File: src/rtl/ysyx_210184_if_axi_rd_if.sv
// IF fetch port plus AXI4 AR/R read channel bundle.
// master: fetch responder side; slave: IF stage and crossbar side.
interface ysyx_210184_if_axi_rd_if;
  logic [63:0] inst_addr_i;
  logic        inst_req_i;
  logic [31:0] inst_o;
  logic        inst_ready_o;
  logic        inst_err_o;
  logic        ar_valid_o;
  logic        ar_ready_i;
  logic [63:0] ar_addr_o;
  logic [3:0]  ar_id_o;
  logic [7:0]  ar_len_o;
  logic [2:0]  ar_size_o;
  logic [1:0]  ar_burst_o;
  logic        r_valid_i;
  logic        r_ready_o;
  logic [63:0] r_data_i;
  logic [1:0]  r_resp_i;
  logic        r_last_i;
  logic [3:0]  r_id_i;

  modport master (
    input  inst_addr_i, inst_req_i,
    input  ar_ready_i,
    input  r_valid_i, r_data_i, r_resp_i,
    input  r_last_i, r_id_i,
    output inst_o, inst_ready_o, inst_err_o,
    output ar_valid_o, ar_addr_o, ar_id_o,
    output ar_len_o, ar_size_o, ar_burst_o,
    output r_ready_o
  );

  modport slave (
    output inst_addr_i, inst_req_i,
    output ar_ready_i,
    output r_valid_i, r_data_i, r_resp_i,
    output r_last_i, r_id_i,
    input  inst_o, inst_ready_o, inst_err_o,
    input  ar_valid_o, ar_addr_o, ar_id_o,
    input  ar_len_o, ar_size_o, ar_burst_o,
    input  r_ready_o
  );
endinterface

File: src/rtl/ysyx_210184_if_axi_rd.sv
// Instruction fetch responder: one single-beat AXI4 read per fetch,
// result delivered as a one-cycle ready pulse if the PC still matches.
module ysyx_210184_if_axi_rd #(
  parameter logic [3:0]  AXI_ID   = 4'd0,
  parameter logic [31:0] NOP_INST = 32'h0000_0013
) (
  input  logic clk,
  input  logic rst,
  ysyx_210184_if_axi_rd_if.master bus
);

  typedef enum logic [1:0] {
    S_IDLE,
    S_AR,
    S_R,
    S_RESP
  } state_t;

  state_t      state;
  state_t      state_n;
  logic [63:0] addr_q;
  logic [31:0] inst_q;
  logic        err_q;
  logic        beat;
  logic        hit;
  logic        bad;
  logic        load_addr;
  logic        load_data;
  logic        pulse;

  assign beat = (state == S_R)
              & bus.r_valid_i
              & (bus.r_id_i == AXI_ID);
  assign hit  = bus.inst_req_i
              & (bus.inst_addr_i == addr_q);
  assign bad  = bus.r_resp_i != 2'b00;

  always_comb begin
    state_n   = state;
    load_addr = 1'b0;
    load_data = 1'b0;
    pulse     = 1'b0;
    case (state)
      S_IDLE: begin
        if (bus.inst_req_i) begin
          load_addr = 1'b1;
          state_n   = S_AR;
        end
      end
      S_AR: begin
        if (bus.ar_ready_i) state_n = S_R;
      end
      S_R: begin
        if (beat && bus.r_last_i) begin
          load_data = 1'b1;
          state_n   = S_RESP;
        end
      end
      S_RESP: begin
        // A PC change since the AR means IF was redirected: drop it.
        if (hit) begin
          pulse   = 1'b1;
          state_n = S_IDLE;
        end else if (bus.inst_req_i) begin
          load_addr = 1'b1;
          state_n   = S_AR;
        end else begin
          state_n = S_IDLE;
        end
      end
      default: state_n = S_IDLE;
    endcase
  end

  always_ff @(posedge clk or posedge rst) begin
    if (rst) begin
      state  <= S_IDLE;
      addr_q <= 64'd0;
      inst_q <= NOP_INST;
      err_q  <= 1'b0;
    end else begin
      state <= state_n;
      if (load_addr) addr_q <= bus.inst_addr_i;
      if (load_data) begin
        err_q <= bad;
        if (bad)
          inst_q <= NOP_INST;
        else if (addr_q[2])
          inst_q <= bus.r_data_i[63:32];
        else
          inst_q <= bus.r_data_i[31:0];
      end
    end
  end

  assign bus.ar_valid_o   = state == S_AR;
  assign bus.ar_addr_o    = {addr_q[63:3], 3'b000};
  assign bus.ar_id_o      = AXI_ID;
  assign bus.ar_len_o     = 8'd0;
  assign bus.ar_size_o    = 3'b011;
  assign bus.ar_burst_o   = 2'b01;
  assign bus.r_ready_o    = state == S_R;
  assign bus.inst_o       = inst_q;
  assign bus.inst_ready_o = pulse;
  assign bus.inst_err_o   = pulse & err_q;

endmodule

File: src/flat_wrapper.sv
// flat-port wrapper written by rule: the top's interface ports become plain ports
module ysyx_210184_if_axi_rd_flat 
#(
  parameter logic [3:0]  AXI_ID   = 4'd0,
  parameter logic [31:0] NOP_INST = 32'h0000_0013
)
  (clk, rst, bus_inst_addr_i, bus_inst_req_i, bus_ar_ready_i, bus_r_valid_i, bus_r_data_i, bus_r_resp_i, bus_r_last_i, bus_r_id_i, bus_inst_o, bus_inst_ready_o, bus_inst_err_o, bus_ar_valid_o, bus_ar_addr_o, bus_ar_id_o, bus_ar_len_o, bus_ar_size_o, bus_ar_burst_o, bus_r_ready_o);
  ysyx_210184_if_axi_rd_if bus_i ();
  input  logic clk;
  input  logic rst;
  input wire logic [$bits(bus_i.inst_addr_i)-1:0] bus_inst_addr_i;
  input wire logic [$bits(bus_i.inst_req_i)-1:0] bus_inst_req_i;
  input wire logic [$bits(bus_i.ar_ready_i)-1:0] bus_ar_ready_i;
  input wire logic [$bits(bus_i.r_valid_i)-1:0] bus_r_valid_i;
  input wire logic [$bits(bus_i.r_data_i)-1:0] bus_r_data_i;
  input wire logic [$bits(bus_i.r_resp_i)-1:0] bus_r_resp_i;
  input wire logic [$bits(bus_i.r_last_i)-1:0] bus_r_last_i;
  input wire logic [$bits(bus_i.r_id_i)-1:0] bus_r_id_i;
  output wire logic [$bits(bus_i.inst_o)-1:0] bus_inst_o;
  output wire logic [$bits(bus_i.inst_ready_o)-1:0] bus_inst_ready_o;
  output wire logic [$bits(bus_i.inst_err_o)-1:0] bus_inst_err_o;
  output wire logic [$bits(bus_i.ar_valid_o)-1:0] bus_ar_valid_o;
  output wire logic [$bits(bus_i.ar_addr_o)-1:0] bus_ar_addr_o;
  output wire logic [$bits(bus_i.ar_id_o)-1:0] bus_ar_id_o;
  output wire logic [$bits(bus_i.ar_len_o)-1:0] bus_ar_len_o;
  output wire logic [$bits(bus_i.ar_size_o)-1:0] bus_ar_size_o;
  output wire logic [$bits(bus_i.ar_burst_o)-1:0] bus_ar_burst_o;
  output wire logic [$bits(bus_i.r_ready_o)-1:0] bus_r_ready_o;
  assign bus_i.inst_addr_i = bus_inst_addr_i;
  assign bus_i.inst_req_i = bus_inst_req_i;
  assign bus_i.ar_ready_i = bus_ar_ready_i;
  assign bus_i.r_valid_i = bus_r_valid_i;
  assign bus_i.r_data_i = bus_r_data_i;
  assign bus_i.r_resp_i = bus_r_resp_i;
  assign bus_i.r_last_i = bus_r_last_i;
  assign bus_i.r_id_i = bus_r_id_i;
  assign bus_inst_o = bus_i.inst_o;
  assign bus_inst_ready_o = bus_i.inst_ready_o;
  assign bus_inst_err_o = bus_i.inst_err_o;
  assign bus_ar_valid_o = bus_i.ar_valid_o;
  assign bus_ar_addr_o = bus_i.ar_addr_o;
  assign bus_ar_id_o = bus_i.ar_id_o;
  assign bus_ar_len_o = bus_i.ar_len_o;
  assign bus_ar_size_o = bus_i.ar_size_o;
  assign bus_ar_burst_o = bus_i.ar_burst_o;
  assign bus_r_ready_o = bus_i.r_ready_o;
  ysyx_210184_if_axi_rd #(.AXI_ID(AXI_ID), .NOP_INST(NOP_INST)) u_core (.clk(clk), .rst(rst), .bus(bus_i));
endmodule
File: config.mk
export PLATFORM = sky130hd
export DESIGN_NAME = ysyx_210184_if_axi_rd_flat
export DESIGN_NICKNAME = d
export VERILOG_FILES = /design/src/rtl/ysyx_210184_if_axi_rd_if.sv /design/src/rtl/ysyx_210184_if_axi_rd.sv /design/src/flat_wrapper.sv
export SDC_FILE = /design/constraint.sdc
export NUM_CORES = 1
export LEC_CHECK = 0
export CAP_MARGIN = 20
export CORE_MARGIN = 5
export CORE_UTILIZATION = 40
export DETAILED_ROUTE_END_ITERATION = 12
export DONT_BUFFER_PORTS = 1
export SLEW_MARGIN = 20
export SYNTH_ARGS = -nofsm -noshare
export SYNTH_HDL_FRONTEND = slang
export SYNTH_SLANG_ARGS = --single-unit
export TNS_END_PERCENT = 100
File: constraint.sdc
create_clock -name clk -period 4.09 [get_ports clk]
set_input_delay 1.0225 -clock clk [delete_from_list [all_inputs] [get_ports clk]]
set_output_delay 1.0225 -clock clk [all_outputs]
set_load 0.05 [all_outputs]
==> impl_metrics.json, run 1 <==
{
  "grt_usage": 0.1711,
  "worst_setup_path_start_kind": "register",
  "ys_seq_elements": 99,
  "fin_worst_skew_ns": 0.007052,
  "fp-row-count": 43,
  "final_cell_mix": "159 x nand2_1, 95 x dfrtp_1, 64 x a22oi_1, 64 x xnor2_1, 30 x mux2i_1",
  "worst_hold_slack_ns": 0.5247,
  "regArea_sq_um": 2482,
  "layout_commonest_cell": "nand2_1",
  "post_cts_resized": 0,
  "tightest_slew_ns": 1.055,
  "cts_tree": "done",
  "synth_area_sq_um": 5689,
  "final_nets": 688,
  "crit_type": "reg2out",
  "cp.arrival_ns": 2.76,
  "fp.coreArea_sq_um": 13930,
  "vdd_drop_max_mv": 0.2669,
  "drt_wl_total_mm": 14.55,
  "num_vias": 3879,
  "finalNonFillerCells": 728,
  "clock_path_buffers": 2,
  "hold_viol_final": 0,
  "cts_made_buffers": 9,
  "drive_gt1_frac": 0.06204,
  "num-fill-cells": 1377,
  "grt_pass1_vias": 3961,
  "pin_count": 257,
  "grt_pass1_wl_mm": 22.09,
  "status": "finished, final reports clean",
  "grt_max_degree": 60,
  "first_iter_violations": 278,
  "slew_headroom": 0.2968,
  "place_inst": 712,
  "fin_area_sq_um": 5667,
  "cts.htree.levels": 3,
  "synthDistinctLibCells": 32,
  "die_area_sq_um": 16710,
  "multi_input_area_sq_um": 2521,
  "vias_per_cell": 5.328,
  "fin_setup_tns_ns": 0,
  "crit_required_ns": 3.07,
  "ctsHoldBuffers": 0,
  "end_kind": "output port",
  "clkSinkCount": 99,
  "yosysSeqAreaShare": 0.4361,
  "grt_setup_unrepaired": "no",
  "clock.fmax_mhz": 264.1,
  "antenna_cells": 0,
  "first_pass_iters": 6,
  "cts-root-buf": "clkbuf_16",
  "start_util": 0.4083,
  "placed_area_sq_um": 5346,
  "post_cts_buffers": 0,
  "hold_class": "reg2reg",
  "fp.dieW_um": 129.3,
  "syn_to_final_growth_pct": -0.3959,
  "drc": 0,
  "p_per_area_nw_per_um2": 904.7,
  "setup_violations": 0,
  "clk_pin_slew_worst_paths_ns": 0.07,
  "die_h_um": 129.3,
  "period_needed_ns": 3.787,
  "dp_hpwl_mm": 11.15,
  "p_leak_uw": 0.002563,
  "final_util": 0.4067,
  "drtAntennaViolNets": 0,
  "gp_congestion": 0.7911,
  "syn-instance-count": 617,
  "wl_per_cell_um": 19.99,
  "cp_max_fo": 3,
  "yosys_warnings": 0,
  "syn_area_per_cell_sq_um": 9.221,
  "io_buffers": 0,
  "fin_crit_sh": 0.9259,
  "antenna_found_initial": 0,
  "maxCapViolations": 0,
  "clkLatencyLatePin_ns": 0.34,
  "final_max_slew_viol_count": 0,
  "grt.overflow.total": 0
}
-- final timing paths --
path                       cells past startpoint                                to  slack (ns)                          start
max in group asynchronous                      2     u_core.addr_q[32]$_DFFE_PP0P_        2.76                            rst
max                                            6                    bus_inst_err_o        0.30  u_core.addr_q[43]$_DFFE_PP0P_
min                                            2      u_core.addr_q[0]$_DFFE_PP0P_        0.52   u_core.addr_q[0]$_DFFE_PP0P_
min reg2reg                                    2      u_core.addr_q[0]$_DFFE_PP0P_        0.52   u_core.addr_q[0]$_DFFE_PP0P_
min in group asynchronous                      1  u_core.bus.inst_o[2]$_DFFE_PP0P_        0.61                            rst
max reg2reg                                    6  u_core.bus.inst_o[1]$_DFFE_PP1P_        1.27    u_core.state[0]$_DFFE_PP0P_
-- synth_stat cells --
library cell,count,area share
nor3_1,1,0.00088
nor4_1,4,0.0044
o21ai_1,29,0.026
o21ai_0,1,0.00088
xnor2_1,64,0.099
nor2_1,3,0.0020
and3_1,1,0.0011
a211oi_1,3,0.0040
dfrtp_1,96,0.42
conb_1,2,0.0013
inv_2,1,0.00066
nor3b_2,1,0.0022
inv_6,1,0.0015
ha_1,5,0.011
mux2i_1,30,0.053
nor2b_1,3,0.0033
dfstp_2,3,0.014
buf_2,4,0.0035
buf_1,3,0.0020
a22oi_1,64,0.084
buf_4,81,0.11
inv_1,8,0.0053
or3_1,1,0.0011
nand4_1,17,0.019
nand2_1,159,0.10
a222oi_1,1,0.0018
o211ai_1,1,0.0013
clkbuf_1,23,0.015
a21boi_1,1,0.0013
a41o_1,1,0.0018
a21oi_1,4,0.0035
nand4_2,1,0.0022
-- worst max-delay path, cell delays in order, from the launching register on --
cell and delay [ns]:
dfrtp_1 0.58, xnor2_1 0.34, nand4_1 0.15, nor4_1 0.51
nand4_1 0.37, nor3_2 0.25, buf_4 0.23
-- flip-flops by register name, summed over array words and instances, names as in the netlist --
register and flops:
u_core.addr_q 64, u_core.bus.inst_o 32, u_core.err_q 1, u_core.state 2
-- kinds of logic (layout without fill, tap and decap cells) --
logic type,after synthesis,count (layout),share of synthesized area
and+or+nand+nor,191,191,0.1408
muxes,30,30,0.05278
AOI/OAI and AO/OA,105,105,0.1245
other,2,20,0.001320
xor gates and xnor gates,64,64,0.09853
buffers and inverters,121,34,0.1350
adders and majority gates,5,5,0.01100
DFF,99,99,0.4361
-- layer usage --
metal / global-route usage / up-vias / share of wire
met5: 0 / - / 0
met4: 0.05065 / 0 / 0.013
met3: 0.07420 / 13 / 0.12
met2: 0.3006 / 185 / 0.51
met1: 0.1877 / 1848 / 0.35
li1: - / 1833 / -
-- report_power, final --
part | switching [uW] | internal (uW)
Clock | 358 | 553
Combinational | 828 | 629
Sequential | 1460 | 1300
-- final cells by class --
class / count / area share
repair buffers: 8 / 0.01281
clock buffers: 12 / 0.04350
clock inverters: 4 / 0.01303
inverters: 10 / 0.007949
well taps: 180 / 0.03974
multi-input cells: 415 / 0.4449
flip-flops and latches: 99 / 0.4381
-- metrics by stage --
step | power [uW] | setup WS, ns
after global placement | 4210 | 0.2560
after floorplan | 4314 | 0.2963
final | 5127 | 0.3032
after CTS | 5206 | 0.1953
after detailed placement | 4281 | 0.2479
after global routing | 5434 | 0.1157
(Power assumes the default switching activity.)
==> inputs of run 2 (changes only) <==
Settings changed: CORE_UTILIZATION 40 to 35.
==> run 2 against run 1 <==
Compared with the run above: count of clock-buffer cells in the layout is 2 lower; maximum frequency increased by 4.5%; hold slack got worse by 0.0030 ns; sequential cell count stayed put; die area increased by 13%; clock skew shrank 0.00087 ns; critical endpoint unchanged; largest power group unchanged.
==> impl_metrics.json, run 2 (synthesized netlist as in run 1, its figures left out) <==
{
  "status": "finished, final reports clean",
  "drc": 0,
  "drive_gt1_frac": 0.06740,
  "worst_hold_slack_ns": 0.5217,
  "final_nets": 689,
  "drtAntennaViolNets": 0,
  "first_iter_violations": 191,
  "cp_max_fo": 3,
  "tightest_slew_ns": 1.063,
  "clk_pin_slew_worst_paths_ns": 0.07,
  "power_uw": 5096,
  "fp.coreArea_sq_um": 15940,
  "drt_wl_total_mm": 15.63,
  "antenna_cells": 0,
  "num-fill-cells": 1606,
  "grt_usage": 0.1626,
  "clkLatencyLatePin_ns": 0.35,
  "final_cell_mix": "159 x nand2_1, 95 x dfrtp_1, 64 x a22oi_1, 64 x xnor2_1, 30 x mux2i_1",
  "dp_slack_ns": 0.3786,
  "clkSinkCount": 99,
  "dp_hpwl_mm": 12.06,
  "crit_type": "reg2out",
  "io_buffers": 0,
  "use_met2": 0.2956,
  "hold_class": "reg2reg",
  "die_h_um": 137.5,
  "fp.dieW_um": 137.5,
  "post_cts_buffers": 0,
  "fin_setup_tns_ns": 0,
  "cts-root-buf": "clkbuf_16",
  "p_per_area_nw_per_um2": 897.7,
  "clock.fmax_mhz": 275.8,
  "hold_viol_final": 0,
  "clock_path_buffers": 2,
  "slew_headroom": 0.2911,
  "worst_setup_path_start_kind": "register",
  "p_leak_uw": 0.002537,
  "setup_violations": 0,
  "antenna_found_initial": 0,
  "grt_setup_unrepaired": "no",
  "first_pass_iters": 6,
  "use_met1": 0.1707,
  "grt_pass1_wl_mm": 23.18,
  "grt.overflow.total": 0,
  "largest_reg_flops": 64,
  "end_kind": "output port",
  "layout_commonest_cell": "nand2_1",
  "top_usage_layer": "met2",
  "final_max_slew_viol_count": 0,
  "met3_usage": 0.06172,
  "fin_crit_sh": 0.8864,
  "fp-row-count": 46,
  "syn_to_final_growth_pct": -0.2200,
  "num_vias": 3974,
  "crit_required_ns": 3.07,
  "ctsHoldBuffers": 0,
  "cts.htree.levels": 3,
  "wl_per_cell_um": 20.43,
  "die_area_sq_um": 18900,
  "vdd_drop_max_mv": 0.2505,
  "post_cts_resized": 0,
  "setup_ws_ns": 0.4647,
  "cts_tree": "done",
  "gp_congestion": 0.7857,
  "cp.arrival_ns": 2.60,
  "maxCapViolations": 0,
  "grt_pass1_vias": 4152,
  "largest_register": "u_core.addr_q",
  "vias_per_cell": 5.195,
  "pin_count": 257,
  "grt_max_degree": 84,
  "fin_worst_skew_ns": 0.006180,
  "period_needed_ns": 3.625,
  "cts_made_buffers": 9,
  "start_util": 0.3569
}
## run 2: cell types whose count changed in the layout (fill, tap and decap cells not counted)
cell / before / now
inv_6: 1 / 4
clkbuf_1: 2 / 0
inv_4: 1 / 0
clkinv_2: 1 / 0
buf_12: 1 / 0
clkinvlp_4: 0 / 3
bufinv_16: 2 / 0
buf_4: 7 / 9
## run 2: final cells by class
cell class	count	area (sq um)	area share
Multi-Input combinational cell	415	2521	0.4441
Sequential cell	99	2482	0.4373
Tap cell	216	270.3	0.04761
Clock buffer	10	239.0	0.04210
Timing Repair Buffer	9	67.56	0.01190
Clock inverter	6	48.80	0.008596
Inverter	10	47.55	0.008376
## run 2: final timing paths
kind | endpoint | slack (ns) | cells past startpoint | start
max reg2reg | u_core.bus.inst_o[4]$_DFFE_PP1P_ | 1.20 | 6 | u_core.state[0]$_DFFE_PP0P_
max in group asynchronous | u_core.addr_q[44]$_DFFE_PP0P_ | 2.70 | 2 | rst
min in group asynchronous | u_core.addr_q[61]$_DFFE_PP0P_ | 0.66 | 1 | rst
min reg2reg | u_core.addr_q[0]$_DFFE_PP0P_ | 0.52 | 2 | u_core.addr_q[0]$_DFFE_PP0P_
max | bus_inst_err_o | 0.46 | 6 | u_core.addr_q[61]$_DFFE_PP0P_
min | u_core.addr_q[0]$_DFFE_PP0P_ | 0.52 | 2 | u_core.addr_q[0]$_DFFE_PP0P_
## run 2: power by group
group	switching (uW)	internal, uW	total (uW)
Combinational	869	634	1500
Clock	392	435	827
Sequential	1470	1300	2770
Total	2730	2370	5100
## run 2: critical path, cell delays in order, from the launching register on
cell and delay, ns:
dfrtp_1 0.59, xnor2_1 0.35, nand4_1 0.21, nor4_1 0.35, nand4_1 0.29, nor3_2 0.23
buf_4 0.22
## run 2: routing by layer
layer / routed length [um] / vias up
met1: 5355 / 1902
li1: - / 1832
met2: 8058 / 223
met5: 0 / -
met3: 1941 / 17
met4: 276 / 0
## run 2: stage by stage
stage / utilization / cells / instance area (sq um)
2_1_floorplan: - / 635 / 5757
3_3_place_gp: 0.3379 / 749 / 5386
3_5_place_dp: 0.3379 / 749 / 5386
4_1_cts: 0.3559 / 765 / 5674
5_1_grt: 0.3561 / 765 / 5677
6_report: 0.3561 / 765 / 5677
